$ cat src/rtl/router_pkg.sv
// Shared definitions for the mesh router: port numbering and switch-allocator state encoding.
package router_pkg;

    localparam int LOCAL = 0;
    localparam int NORTH = 1;
    localparam int SOUTH = 2;
    localparam int EAST  = 3;
    localparam int WEST  = 4;

    typedef enum logic {
        ALLOC_IDLE,
        ALLOC_LOCKED
    } alloc_state_e;

endpackage

$ cat src/rtl/rr_arbiter.sv
// Combinational round-robin arbiter: the first set request found scanning upward from ptr wins.
module rr_arbiter #(
    parameter int NUM_REQ   = 5,
    parameter int IDX_WIDTH = $clog2(NUM_REQ)
) (
    input  logic [NUM_REQ-1:0]   req,
    input  logic [IDX_WIDTH-1:0] ptr,
    output logic [NUM_REQ-1:0]   gnt,
    output logic [IDX_WIDTH-1:0] idx,
    output logic                 any
);

    // Scan ptr, ptr+1, ... wrapping modulo NUM_REQ and stop at the first requester
    always_comb begin
        int cand;
        gnt  = '0;
        idx  = '0;
        any  = 1'b0;
        cand = 0;
        for (int k = 0; k < NUM_REQ; k++) begin
            cand = (int'(ptr) + k) % NUM_REQ;
            if (!any && req[cand]) begin
                any       = 1'b1;
                gnt[cand] = 1'b1;
                idx       = IDX_WIDTH'(cand);
            end
        end
    end

endmodule

$ cat src/rtl/router_switch_allocator.sv
// Zero-latency wormhole switch allocator with per-output packet locks, round-robin sharing and credit flow control.
module router_switch_allocator
    import router_pkg::*;
#(
    parameter int NUM_INPUTS        = 5,
    parameter int NUM_OUTPUTS       = 5,
    parameter int FLIT_BUFFER_DEPTH = 2,
    parameter int IN_WIDTH          = $clog2(NUM_INPUTS),
    parameter int PORT_WIDTH        = $clog2(NUM_OUTPUTS),
    parameter int CREDIT_WIDTH      = $clog2(FLIT_BUFFER_DEPTH + 1)
) (
    input  logic                                     clk,
    input  logic                                     rst_n,
    input  logic [NUM_INPUTS-1:0]                    req_valid,
    input  logic [NUM_INPUTS-1:0][PORT_WIDTH-1:0]    req_port,
    input  logic [NUM_INPUTS-1:0]                    req_is_tail,
    input  logic [NUM_INPUTS-1:0][NUM_OUTPUTS-1:0]   disable_turns,
    input  logic [NUM_OUTPUTS-1:0]                   credit_in,
    output logic [NUM_INPUTS-1:0]                    grant,
    output logic [NUM_OUTPUTS-1:0][IN_WIDTH-1:0]     xbar_sel,
    output logic [NUM_OUTPUTS-1:0]                   out_send,
    output logic [NUM_OUTPUTS-1:0][CREDIT_WIDTH-1:0] credit_count,
    output logic                                     credit_overflow
);

    localparam logic [CREDIT_WIDTH-1:0] CREDIT_MAX = CREDIT_WIDTH'(FLIT_BUFFER_DEPTH);

    logic [NUM_OUTPUTS-1:0][NUM_INPUTS-1:0] grant_mat;
    logic [NUM_OUTPUTS-1:0]                 ovf_vec;

    for (genvar o = 0; o < NUM_OUTPUTS; o++) begin : g_out
        logic [NUM_INPUTS-1:0]   eligible;
        logic [NUM_INPUTS-1:0]   arb_gnt;
        logic [IN_WIDTH-1:0]     arb_idx;
        logic                    arb_any;
        logic [NUM_INPUTS-1:0]   win_onehot;
        logic [IN_WIDTH-1:0]     winner;
        logic [IN_WIDTH-1:0]     next_ptr;
        logic                    win_valid;
        logic                    win_tail;
        logic                    send;
        logic                    ovf;
        logic [CREDIT_WIDTH-1:0] credits_next;
        alloc_state_e            state;
        logic [IN_WIDTH-1:0]     owner;
        logic [IN_WIDTH-1:0]     rr_ptr;
        logic [CREDIT_WIDTH-1:0] credits;
        logic [IN_WIDTH-1:0]     sel_q;

        // An input competes for this output only if it routes here and the turn is permitted
        always_comb begin
            eligible = '0;
            for (int i = 0; i < NUM_INPUTS; i++) begin
                eligible[i] = req_valid[i] && (req_port[i] == PORT_WIDTH'(o)) && !disable_turns[i][o];
            end
        end

        rr_arbiter #(
            .NUM_REQ   (NUM_INPUTS),
            .IDX_WIDTH (IN_WIDTH)
        ) u_arb (
            .req (eligible),
            .ptr (rr_ptr),
            .gnt (arb_gnt),
            .idx (arb_idx),
            .any (arb_any)
        );

        // Pick the winner (lock owner overrides arbitration) and gate the send on credit and reset
        always_comb begin
            if (state == ALLOC_LOCKED) begin
                winner     = owner;
                win_valid  = eligible[owner];
                win_onehot = NUM_INPUTS'(1) << owner;
            end else begin
                winner     = arb_idx;
                win_valid  = arb_any;
                win_onehot = arb_gnt;
            end
            send     = rst_n && win_valid && (credits != '0);
            win_tail = req_is_tail[winner];
            next_ptr = (winner == IN_WIDTH'(NUM_INPUTS - 1)) ? '0 : winner + IN_WIDTH'(1);
        end

        // Credit bookkeeping; a return into a full counter saturates and reports overflow
        always_comb begin
            credits_next = credits;
            ovf          = 1'b0;
            if (send && !credit_in[o]) begin
                credits_next = credits - CREDIT_WIDTH'(1);
            end else if (!send && credit_in[o]) begin
                if (credits == CREDIT_MAX) begin
                    ovf = 1'b1;
                end else begin
                    credits_next = credits + CREDIT_WIDTH'(1);
                end
            end
        end

        // Lock FSM, round-robin pointer, credit counter and held crossbar select for this output
        always_ff @(posedge clk or negedge rst_n) begin
            if (!rst_n) begin
                state   <= ALLOC_IDLE;
                owner   <= '0;
                rr_ptr  <= '0;
                credits <= CREDIT_MAX;
                sel_q   <= '0;
            end else begin
                credits <= credits_next;
                if (send) begin
                    sel_q <= winner;
                    unique case (state)
                        ALLOC_IDLE: begin
                            if (win_tail) begin
                                rr_ptr <= next_ptr;
                            end else begin
                                state <= ALLOC_LOCKED;
                                owner <= winner;
                            end
                        end
                        ALLOC_LOCKED: begin
                            if (win_tail) begin
                                state  <= ALLOC_IDLE;
                                rr_ptr <= next_ptr;
                            end
                        end
                        default: state <= ALLOC_IDLE;
                    endcase
                end
            end
        end

        assign out_send[o]     = send;
        assign xbar_sel[o]     = send ? winner : sel_q;
        assign grant_mat[o]    = send ? win_onehot : '0;
        assign credit_count[o] = credits;
        assign ovf_vec[o]      = ovf;
    end

    // Each input routes to a single port, so OR-ing the per-output grants never merges two winners
    always_comb begin
        grant = '0;
        for (int o = 0; o < NUM_OUTPUTS; o++) begin
            grant = grant | grant_mat[o];
        end
    end

    // Sticky overflow flag, cleared only by reset
    always_ff @(posedge clk or negedge rst_n) begin
        if (!rst_n) begin
            credit_overflow <= 1'b0;
        end else if (|ovf_vec) begin
            credit_overflow <= 1'b1;
        end
    end

endmodule

$ cat config.mk
export PLATFORM = sky130hd
export DESIGN_NAME = router_switch_allocator
export DESIGN_NICKNAME = d
export VERILOG_FILES = /design/src/rtl/router_pkg.sv /design/src/rtl/rr_arbiter.sv /design/src/rtl/router_switch_allocator.sv
export SDC_FILE = /design/constraint.sdc
export NUM_CORES = 1
export LEC_CHECK = 0
export ABC_AREA = 1
export BUFFER_PORTS_ARGS = -buffer_cell sky130_fd_sc_hd__buf_2
export CORE_MARGIN = 3
export CORE_UTILIZATION = 45
export CTS_CLUSTER_DIAMETER = 120
export CTS_CLUSTER_SIZE = 14
export DETAILED_ROUTE_END_ITERATION = 10
export PLACE_DENSITY_LB_ADDON = 0.1
export SYNTH_ARGS = -nofsm -noshare
export SYNTH_HDL_FRONTEND = slang
export SYNTH_SLANG_ARGS = --single-unit
$ cat constraint.sdc
create_clock -name clk -period 7.9 [get_ports clk]
set_clock_uncertainty 0.15 [all_clocks]
set_input_delay 1.58 -clock clk [delete_from_list [all_inputs] [get_ports clk]]
set_output_delay 1.58 -clock clk [all_outputs]
set_load 0.02 [all_outputs]
==> impl_results.md, run 1 <==
* Mapped cell area at 0.0144 mm²
* Crit end category: primary output
* Maxcap violations at 0
* Nets at 2725
* TNS Setup at 0 ns
* CTS root buffer: clkbuf_16
* Clk_lat worst skew at 0.35 ns
* FFs w/ async S/R, synth at 100%
* Drt first pass iters at 6
* Number of library cell types mapped by synthesis at 76
* Starting Density at 46.3%
* Critical path arrival at 5.64 ns
* Post-synth EDFFs at 0
* N_diodes at 0
* CORE AREA at 0.0311 mm²
* TritonCTS clock tree: done
* Vias per Instance at 5.44
* Area Overhead vs Synth at 9.45%
* TritonCTS buffer count at 9
* Bufs and invs on worst path at 8
* Max Buffers Root-to-Sink at 2
* Status: completed
* Final setup viols at 0
* Register bit total from synthesis at 61
* Hold/Removal Path Class: register to register
* Dpl hpwl at 36900 µm
* Worst endpoint required time at 6.17 ns
* Worst-Margin Slew at 0.958 ns
* Max Fanout on Critical Path at 12
* First-pass GRT wire length at 73100 µm
* Yosys warning count at 0
* Final antenna-violating net count at 0
* RSZ-0062 raised after global routing: false
* Num rows at 64
* Crit path kind: register to primary output
* Die Wd at 185 µm
* Clock sink count at 61
* Cells after Synth at 2410
* Syn_nets at 2628
* Critical Path Slowest Stage Cell: dfrtp_1
* Via Count at 15800
* Top FF cell, synth: dfrtp_1
* Period Utilization, post-route at 93.2%
* Initial drt markers at 1334
* Initial antenna violation count at 1
* Top Ports at 93
* Top delay family on crit path: simple AND/OR/NAND/NOR gates
* Register area share after synthesis at 10.6%
* Grt ovf at 0
* Largest net degree at the start of global routing at 36
* DRC at 0
* Die Area at 0.0342 mm²
* DIE HEIGHT at 185 µm
* CTS Hold Bufs at 0
* Clock-pin slew on the worst setup and hold paths at 0.06 ns
* Total Wirelength at 44900 µm
* Final Max Slew Viols at 0
* Avg Synthesized Cell Area at 5.98 µm²
* Most used cell, CP: inv_1
* Routed length per instance at 15.4 µm
* Share of cells above drive strength 1 at 14.9%
* Vias in the first global route at 14900
* GRT Overall Usage at 25.9%
* Max transition margin at 35.6%
* # port buffers at 92
* CP peak stage delay at 0.51 ns
* FMAX at 0.136 GHz
* H-tree Lvls at 3
* Final min period at 7.37 ns
* Final GP Congestion at 0.967
* Crit path launch type: register
* Final hold vios at 0
-- cell families after synthesis --
group / Yosys count / share of synthesized area (%)
mux: 1 / 0.0695
fa+ha+maj: 161 / 14.0
buf+inv: 466 / 12.6
xor+xnor: 54 / 3.94
compound gates: 420 / 18.1
flops: 61 / 10.6
simple gates: 1247 / 40.7
-- placed cells by master, fill, tap and decap left out, types with 73 or more instances in the layout --
cell and count:
nand2_1 562, o21ai_0 148, buf_2 91, nor2_1 200, inv_1 375, a21oi_1 73
ha_1 160, nand3_1 188
-- layout make-up --
| cell class | instances | area [µm²] |
|---|---|---|
| fill | 3213 | 15300 |
| multi-input combinational | 1883 | 11100 |
| inverter | 425 | 1610 |
| sequential | 61 | 1530 |
| timing repair buffer | 127 | 726 |
| tap | 396 | 495 |
| clock buffer | 10 | 239 |
| clock inverter | 6 | 93.8 |
-- metrics by stage --
step	util [%]	hold WS [ns]	setup WS, ns	area [µm²]	std cells
3_3_place_gp	49.5	0.301	0.917	15400	2887
4_1_cts	50.6	0.318	0.442	15700	2903
6_report	50.7	0.313	0.534	15800	2908
5_1_grt	50.7	0.335	0.00778	15800	2908
3_5_place_dp	49.5	0.302	0.837	15400	2887
2_1_floorplan	-	0.353	1.54	14400	2410
-- worst reg2reg max path: cells and delay by family (launching register included) --
kind            cells  cell delay [ns]
fa+ha+maj           4             1.09
compound gates      3             1.09
buf+inv             6             1.00
simple gates       15             1.91
flops               1             0.55
xor+xnor            1             0.40
-- cell usage after synthesis (5+ instances only) --
cell type	count	area, µm²
clkinv_1	7	26.3
nor4_1	26	163
xor2_1	42	368
nor2_1	200	751
or2_1	5	31.3
nand2_1	562	2110
buf_4	7	52.6
inv_1	377	1420
o21ai_2	19	166
o2111ai_1	11	96.3
clkbuf_1	20	75.1
nand2_4	6	67.6
nor2_4	8	90.1
nand4_1	55	344
o21ai_1	47	235
o221ai_1	7	61.3
nor3_1	50	250
o22ai_1	12	75.1
inv_2	39	146
dfstp_2	5	131
nand2_2	55	344
a31oi_1	13	81.3
nand3_1	188	941
ha_1	160	2000
nand3_2	29	290
nor2_2	22	138
a221oi_1	5	43.8
a21oi_1	73	365
o211ai_1	26	195
o21ai_0	148	741
nand3b_1	11	82.6
buf_2	11	55.1
or2_2	9	56.3
o311ai_0	5	43.8
a211oi_1	5	37.5
o31ai_1	10	75.1
dfrtp_1	56	1400
-- metal layers --
metal	routed length, µm	global-route usage (%)	vias up
met1	20700	34.5	7147
li1	-	-	8150
met2	20800	44.0	447
met4	1220	8.04	2
met5	13	0	-
met3	2200	2.83	87
-- final timing paths --
check,from,end,slack [ns],depth (start not counted)
worst min-delay path,credit_overflow$_DFFE_PN0P_,credit_overflow$_DFFE_PN0P_,0.31,1
min in group asynchronous,rst_n,g_out[3].owner[2]$_DFFE_PN0P_,1.07,1
worst min register to register,credit_overflow$_DFFE_PN0P_,credit_overflow$_DFFE_PN0P_,0.31,1
max in group asynchronous,rst_n,g_out[0].credits[1]$_DFFE_PN1P_,5.66,2
worst max-delay path,g_out[0].rr_ptr[1]$_DFFE_PN0P_,grant[3],0.53,28
worst max register to register,g_out[1].rr_ptr[1]$_DFFE_PN0P_,credit_overflow$_DFFE_PN0P_,1.56,29
-- sequential cells by signal, indices dropped and copies added (netlist names) --
signal,count
g_out.state,5
g_out.rr_ptr,15
g_out.sel_q,15
credit_overflow,1
g_out.owner,15
g_out.credits,10
-- what timing repair did --
| action | 4_1_cts | 5_1_grt |
|---|---|---|
| endpoints found under the setup margin | 0 | 3 |
| buffers inserted | 0 | 5 |
| resized for setup | 0 | 5 |
Power of run 1 is left out: the tool's default activity adds up to more than one toggle a clock period on the data nets, which glitch-free logic cannot reach.
==> inputs of run 2 (changes only) <==
--- a/config.mk
+++ b/config.mk
@@ -12,7 +12,9 @@
 export CTS_CLUSTER_DIAMETER = 120
 export CTS_CLUSTER_SIZE = 14
 export DETAILED_ROUTE_END_ITERATION = 10
+export MAX_ROUTING_LAYER = met4
 export PLACE_DENSITY_LB_ADDON = 0.1
+export SKIP_LAST_GASP = 1
 export SYNTH_ARGS = -nofsm -noshare
 export SYNTH_HDL_FRONTEND = slang
 export SYNTH_SLANG_ARGS = --single-unit
==> run 2 against run 1 <==
Effect of this change: cell area is essentially flat; cell count about the same; critical path depth stayed put; register-to-register slack better by 0.17 ns; utilization is essentially flat; worst hold slack gained 0.0086 ns; clock-buffer cell count decreased by 1; wire length increased by 0.23%; maximum frequency is 0.59% higher; via count shrank 0.29%; die area did not move; flip-flop and latch count did not move.
==> impl_results.md, run 2 (synthesis results as in run 1) <==
* Initial drt markers at 1129 (-15%)
* Critical path arrival at 5.59 ns (-0.05 ns)
* CTS Hold Bufs at 0 (unchanged)
* Register-to-register setup slack at 1.73 ns (+0.17 ns)
* DRC at 0 (unchanged)
* Fin Hold WS at 0.322 ns (+0.00860 ns)
* Final GP Congestion at 0.956 (-1.2%)
* Routed length per instance at 15.5 µm (+0.19%)
* Top Registers: g_out.owner (15), g_out.rr_ptr (15), g_out.sel_q (15)
* TritonCTS clock tree: done
* Clk_lat worst skew at 0.35 ns (about the same)
* TritonCTS buffer count at 9 (unchanged)
* Die Area at 0.0342 mm² (unchanged)
* Routed wl met3 at 2050 µm (-6.7%)
* Met2 WL at 20700 µm (-0.51%)
* CORE AREA at 0.0311 mm² (unchanged)
* Maxcap violations at 0 (unchanged)
* Met1 WL at 20900 µm (+0.80%)
* Top Ports at 93 (unchanged)
* Final antenna-violating net count at 0 (unchanged)
* Grt ovf at 0 (unchanged)
* Largest net degree at the start of global routing at 40 (+11%)
* First-pass GRT wire length at 73900 µm (+1.1%)
* GRT Overall Usage at 27.0% (+1.1 points)
* Die Wd at 185 µm (unchanged)
* Via Count at 15800 (-0.29%)
* Final hold vios at 0 (unchanged)
* CP peak stage delay at 0.36 ns (-0.15 ns)
* Worst Hold Path EP: credit_overflow$_DFFE_PN0P_
* Most common cell after layout, fill and taps aside: nand2_1
* DIE HEIGHT at 185 µm (unchanged)
* Critical Path Slowest Stage Cell: dfrtp_1
* Worst r2r path cells at 29 (unchanged)
* Worst-Margin Slew at 0.741 ns (-0.217 ns)
* Min-delay src: credit_overflow$_DFFE_PN0P_
* Final setup viols at 0 (unchanged)
* Drt first pass iters at 6 (unchanged)
* Initial antenna violation count at 0 (-1)
* Starting Density at 46.3% (unchanged)
* Clock-pin slew on the worst setup and hold paths at 0.06 ns (about the same)
* Status: completed
* Layout Cells excl Fill at 2909 (+0.034%)
* Dpl hpwl at 37600 µm (+2.0%)
* Num rows at 64 (unchanged)
* H-tree Lvls at 3 (unchanged)
* Dpl ws at 0.408 ns (-0.429 ns)
* Vias per Instance at 5.43 (-0.32%)
* Max Buffers Root-to-Sink at 2 (unchanged)
* Worst endpoint required time at 6.17 ns (about the same)
* Total Wirelength at 45000 µm (+0.23%)
* Setup WS post-layout at 0.577 ns (+0.0429 ns)
* Highest routed layer: met4
* Max Fanout on Critical Path at 17 (+5)
* R2r endpoint: credit_overflow$_DFFE_PN0P_
* Area Overhead vs Synth at 9.38% (about the same)
* Crit path launch type: register
* Worst Hold Depth at 1 (unchanged)
* Crit end category: primary output
* DP Cell Count at 2890 (+0.10%)
* Final Max Slew Viols at 0 (unchanged)
* Crit path kind: register to primary output
* Vias in the first global route at 14800 (-0.56%)
* # port buffers at 92 (unchanged)
* Reg2reg start: g_out[1].rr_ptr[1]$_DFFE_PN0P_
* Share of cells above drive strength 1 at 15.2% (+0.35 points)
* Clock sink count at 61 (unchanged)
* N_diodes at 0 (unchanged)
* CTS root buffer: clkbuf_16
* Max transition margin at 50.1% (+15 points)
* Period Utilization, post-route at 92.7% (-0.54 points)
* RSZ-0062 raised after global routing: false
* Hold/Removal Path Class: register to register
* Commonest cells after routing, fill and taps aside: 562 x nand2_1, 375 x inv_1, 198 x nor2_1
* TNS Setup at 0 ns (unchanged)
* Final min period at 7.32 ns (-0.0429 ns)
* Nets at 2726 (+0.037%)
* FILL cells at 3310 (+3.0%)
* FMAX at 0.137 GHz (+0.59%)
-- run 2: changes by cell type in the layout (fill, tap and decap cells not counted), sizes merged --
cell      change
clkinvlp      +4
bufinv        -2
clkinv        -1
buf           +1
clkbuf        -1
-- run 2: layer usage --
metal,track usage [%],up-vias
met4,8.61,0
met2,44.2,402
met3,3.20,88
met5,-,-
met1,34.7,7164
li1,-,8133
-- run 2: timing repair --
| action | in CTS | in global routing |
|---|---|---|
| endpoints found under the setup margin | 0 | 13 |
| resized for setup | 0 | 14 |
| setup buffers | 0 | 3 |
-- run 2: through the flow --
stage / util [%] / cell area, µm²
final: 50.7 / 15800
after global routing: 50.7 / 15800
after CTS: 50.5 / 15700
after detailed placement: 49.6 / 15400
after global placement: 49.6 / 15400
after floorplan: - / 14400
-- run 2: cell type report --
type	instances	area [µm²]	share of cell area [%]
Clock inverter	7	50.0	0.318
Clock buffer	9	225	1.43
Sequential cell	61	1540	9.75
Multi-Input combinational cell	1883	11100	70.4
Tap cell	396	495	3.15
Inverter	425	1620	10.3
Timing Repair Buffer	128	733	4.66
-- run 2: how the worst max path moves through the flow --
stage                                              start     endpoint  slack (ns)
after floorplan           g_out[1].rr_ptr[0]$_DFFE_PN0P_  xbar_sel[3]        1.54
after global placement    g_out[3].rr_ptr[1]$_DFFE_PN0P_     grant[4]        0.67
after detailed placement  g_out[3].rr_ptr[1]$_DFFE_PN0P_     grant[1]        0.41
after CTS                 g_out[3].rr_ptr[1]$_DFFE_PN0P_     grant[1]        0.03
after global routing      g_out[0].rr_ptr[0]$_DFFE_PN0P_  xbar_sel[2]        0.01
final                     g_out[0].rr_ptr[0]$_DFFE_PN0P_  xbar_sel[0]        0.58
-- run 2: critical path: cells and delay by family (launching register included) --
kind | cells | cell delay [ns]
AND/OR/NAND/NOR | 11 | 1.56
buffers and inverters | 8 | 1.12
adder cells (fa/ha/maj) | 4 | 1.07
AO/OA/AOI/OAI | 4 | 0.77
flip-flops | 1 | 0.36
XOR/XNOR | 1 | 0.35
Power of run 2 is left out for the same reason.
==> inputs of run 3 (changes only) <==
--- a/config.mk
+++ b/config.mk
@@ -12,9 +12,9 @@
 export CTS_CLUSTER_DIAMETER = 120
 export CTS_CLUSTER_SIZE = 14
 export DETAILED_ROUTE_END_ITERATION = 10
-export MAX_ROUTING_LAYER = met4
 export PLACE_DENSITY_LB_ADDON = 0.1
 export SKIP_LAST_GASP = 1
 export SYNTH_ARGS = -nofsm -noshare
 export SYNTH_HDL_FRONTEND = slang
+export SYNTH_HIERARCHICAL = 1
 export SYNTH_SLANG_ARGS = --single-unit
==> run 3 against run 2 <==
Effect of this change: worst hold slack better by 0.022 ns; critical path depth is 1 lower; wire length is 1.9% lower; die area is 4.3% higher; cell area is 3.6% higher; clock-buffer cell count is 2 higher; first-iteration DRC count is 7.3% lower; highest routed layer unchanged; largest cell class unchanged; critical endpoint is now xbar_sel[14]; register-to-register slack better by 0.71 ns; synthesized cell count is 4.9% higher; flip-flop and latch count stayed put; worst setup slack better by 0.43 ns; synthesized area is 4.5% higher.
==> impl_results.md, run 3 <==
* Status: completed
* Critical path depth at 27 (-3.6%)
* Clock-pin slew on the worst setup and hold paths at 0.06 ns (about the same)
* Most common cell after layout, fill and taps aside: nand2_1
* GRT Overall Usage at 24.3% (-2.6 points)
* FILL cells at 3520 (+6.3%)
* Post-synth EDFFs at 0 (unchanged)
* Crit path launch type: register
* Max transition margin at 54.8% (+4.7 points)
* Initial drt markers at 1047 (-7.3%)
* Reg2reg start: g_out[1].rr_ptr[1]$_DFFE_PN0P_
* CTS Hold Bufs at 0 (unchanged)
* Syn_nets at 2734 (+4.0%)
* DRC at 0 (unchanged)
* Starting Density at 46.0% (-0.35 points)
* CTS root buffer: clkbuf_16
* Top cells by count, synth: 639 x nand2_1, 328 x inv_1, 287 x nor2_1
* FMAX at 0.145 GHz (+6.2%)
* TritonCTS buffer count at 9 (unchanged)
* Final min period at 6.89 ns (-0.428 ns)
* Final antenna-violating net count at 0 (unchanged)
* Register area share after synthesis at 10.2% (-0.45 points)
* Dominant cell type by area after synthesis: nand2_1
* Worst Hold Depth at 2 (+1)
* Dpl hpwl at 36600 µm (-2.6%)
* Via Count at 16100 (+2.3%)
* FF+latch area at 0.00153 mm² (-0.16%)
* Worst Hold Path EP: g_out[1].sel_q[0]$_DFF_PN0_
* Top Registers: g_out.owner (15), g_out.rr_ptr (15), g_out.sel_q (15)
* Max Fanout on Critical Path at 10 (-7)
* Final GP Congestion at 0.939 (-1.8%)
* Cells after Synth at 2527 (+4.9%)
* Yosys warning count at 6 (+6)
* Worst endpoint required time at 6.17 ns (about the same)
* Dpl ws at 1.48 ns (+1.08 ns)
* Total Wirelength at 44200 µm (-1.9%)
* Area of the multi-input gates at 0.0118 mm² (+6.6%)
* Routed length per instance at 14.4 µm (-7.2%)
* Final setup viols at 0 (unchanged)
* H-tree Lvls at 3 (unchanged)
* Register bit total from synthesis at 61 (unchanged)
* CP peak stage delay at 0.51 ns (+0.15 ns)
* Area Overhead vs Synth at 8.51%
* Crit path kind: register to primary output
* FFs w/ async S/R, synth at 100% (unchanged)
* TritonCTS clock tree: done
* Hold/Removal Path Class: register to register
* Critical Path Slowest Stage Cell: o21ai_0
* Post_cts resized at 0 (unchanged)
* R2r endpoint: credit_overflow$_DFFE_PN0P_
* Maxcap violations at 0 (unchanged)
* N_diodes at 0 (unchanged)
* Drt first pass iters at 5 (-1)
* RSZ-0062 raised after global routing: false
* CORE AREA at 0.0327 mm² (+5.3%)
* Crit end category: primary output
* Bufs and invs on worst path at 6 (-2)
* Vias per Instance at 5.25 (-3.3%)
* Register-to-register setup slack at 2.44 ns (+0.71 ns)
* Nets at 2836 (+4.0%)
* Worst-Margin Slew at 0.678 ns (-0.0633 ns)
* Critical Path Source: g_out[4].rr_ptr[1]$_DFFE_PN0P_
* Avg Synthesized Cell Area at 5.95 µm² (-0.38%)
* Mapped cell area at 0.0150 mm² (+4.5%)
* Top-count cell post-synth: nand2_1
* DIE HEIGHT at 189 µm (+2.1%)
* Critical path arrival at 5.16 ns (-0.43 ns)
* Max Buffers Root-to-Sink at 2 (unchanged)
* Final Max Slew Viols at 0 (unchanged)
* Initial antenna violation count at 0 (unchanged)
* Num rows at 66 (+3.1%)
* Synth top area cells: nand2_1 16%, ha_1 12%, dfrtp_1 9.3%
* Grt ovf at 0 (unchanged)
* Largest net degree at the start of global routing at 51 (+28%)
* TNS Setup at 0 ns (unchanged)
* Vias in the first global route at 15200 (+2.6%)
* Top FF cell, synth: dfrtp_1
* Clock sink count at 61 (unchanged)
* Setup WS post-layout at 1.01 ns (+0.428 ns)
* Top Ports at 93 (unchanged)
* Top delay family on crit path: simple AND/OR/NAND/NOR gates
* Commonest cells after routing, fill and taps aside: 639 x nand2_1, 328 x inv_1, 287 x nor2_1
* Final hold vios at 0 (unchanged)
* Worst r2r path cells at 28 (-3.4%)
* Yosys top cell area share at 15.9% (+1.3 points)
* Die Wd at 189 µm (+2.1%)
* Clk_lat worst skew at 0.34 ns (about the same)
* First-pass GRT wire length at 72900 µm (-1.4%)
* Die Area at 0.0357 mm² (+4.3%)
* Most used cell, CP: nand2_1
* Number of setup buffers added after CTS at 0 (unchanged)
* Period Utilization, post-route at 87.3% (-5.4 points)
* # port buffers at 92 (unchanged)
* Number of library cell types mapped by synthesis at 55 (-28%)
* Min-delay src: g_out[1].sel_q[0]$_DFF_PN0_
* Share of cells above drive strength 1 at 18.4% (+3.2 points)
[run 3: logic make-up after synthesis]
kind of cell,after synthesis,synth area share [%]
simple gates,1515,49.2
buf+inv,426,11.2
compound gates,324,13.7
fa+ha+maj,150,12.5
flops,61,10.2
xor+xnor,50,3.16
mux,1,0.0665
[run 3: layer usage]
layer / up-vias / part of all wire [%] / track usage, %
li1: 8410 / - / -
met1: 7334 / 48 / 32.9
met2: 349 / 46 / 41.7
met3: 56 / 4.1 / 1.95
met4: 0 / 2.2 / 6.59
met5: - / 0 / 0
[run 3: final cells by class]
cell class | count | area share, %
clock buffer | 11 | 1.43
clock inverter | 5 | 0.169
inverter | 411 | 9.68
multi-input combinational | 2040 | 72.5
sequential | 61 | 9.39
tap | 442 | 3.39
timing repair buffer | 106 | 3.48
[run 3: how the worst max path moves through the flow]
stage	end
6_report	xbar_sel[14]
5_1_grt	xbar_sel[14]
4_1_cts	xbar_sel[14]
3_5_place_dp	xbar_sel[14]
3_3_place_gp	xbar_sel[2]
2_1_floorplan	xbar_sel[5]
[run 3: per-stage QoR]
| stage | util [%] | std cells | cell area [µm²] | hold slack (ns) |
|---|---|---|---|---|
| 2_1_floorplan | - | 2527 | 15000 | 0.314 |
| 3_3_place_gp | 49.1 | 3060 | 16100 | 0.315 |
| 3_5_place_dp | 49.1 | 3060 | 16100 | 0.329 |
| 4_1_cts | 49.9 | 3076 | 16300 | 0.343 |
| 5_1_grt | 49.9 | 3076 | 16300 | 0.369 |
| 6_report | 49.9 | 3076 | 16300 | 0.344 |
[run 3: worst register-to-register path, delay by kind of cell, from the launching register on]
kind / cells / cell delay (ns)
AO/OA/AOI/OAI: 5 / 0.81
AND/OR/NAND/NOR: 13 / 1.95
adder cells (fa/ha/maj): 5 / 1.19
flip-flops: 1 / 0.53
buffers and inverters: 5 / 0.80
Power of run 3 is left out for the same reason.
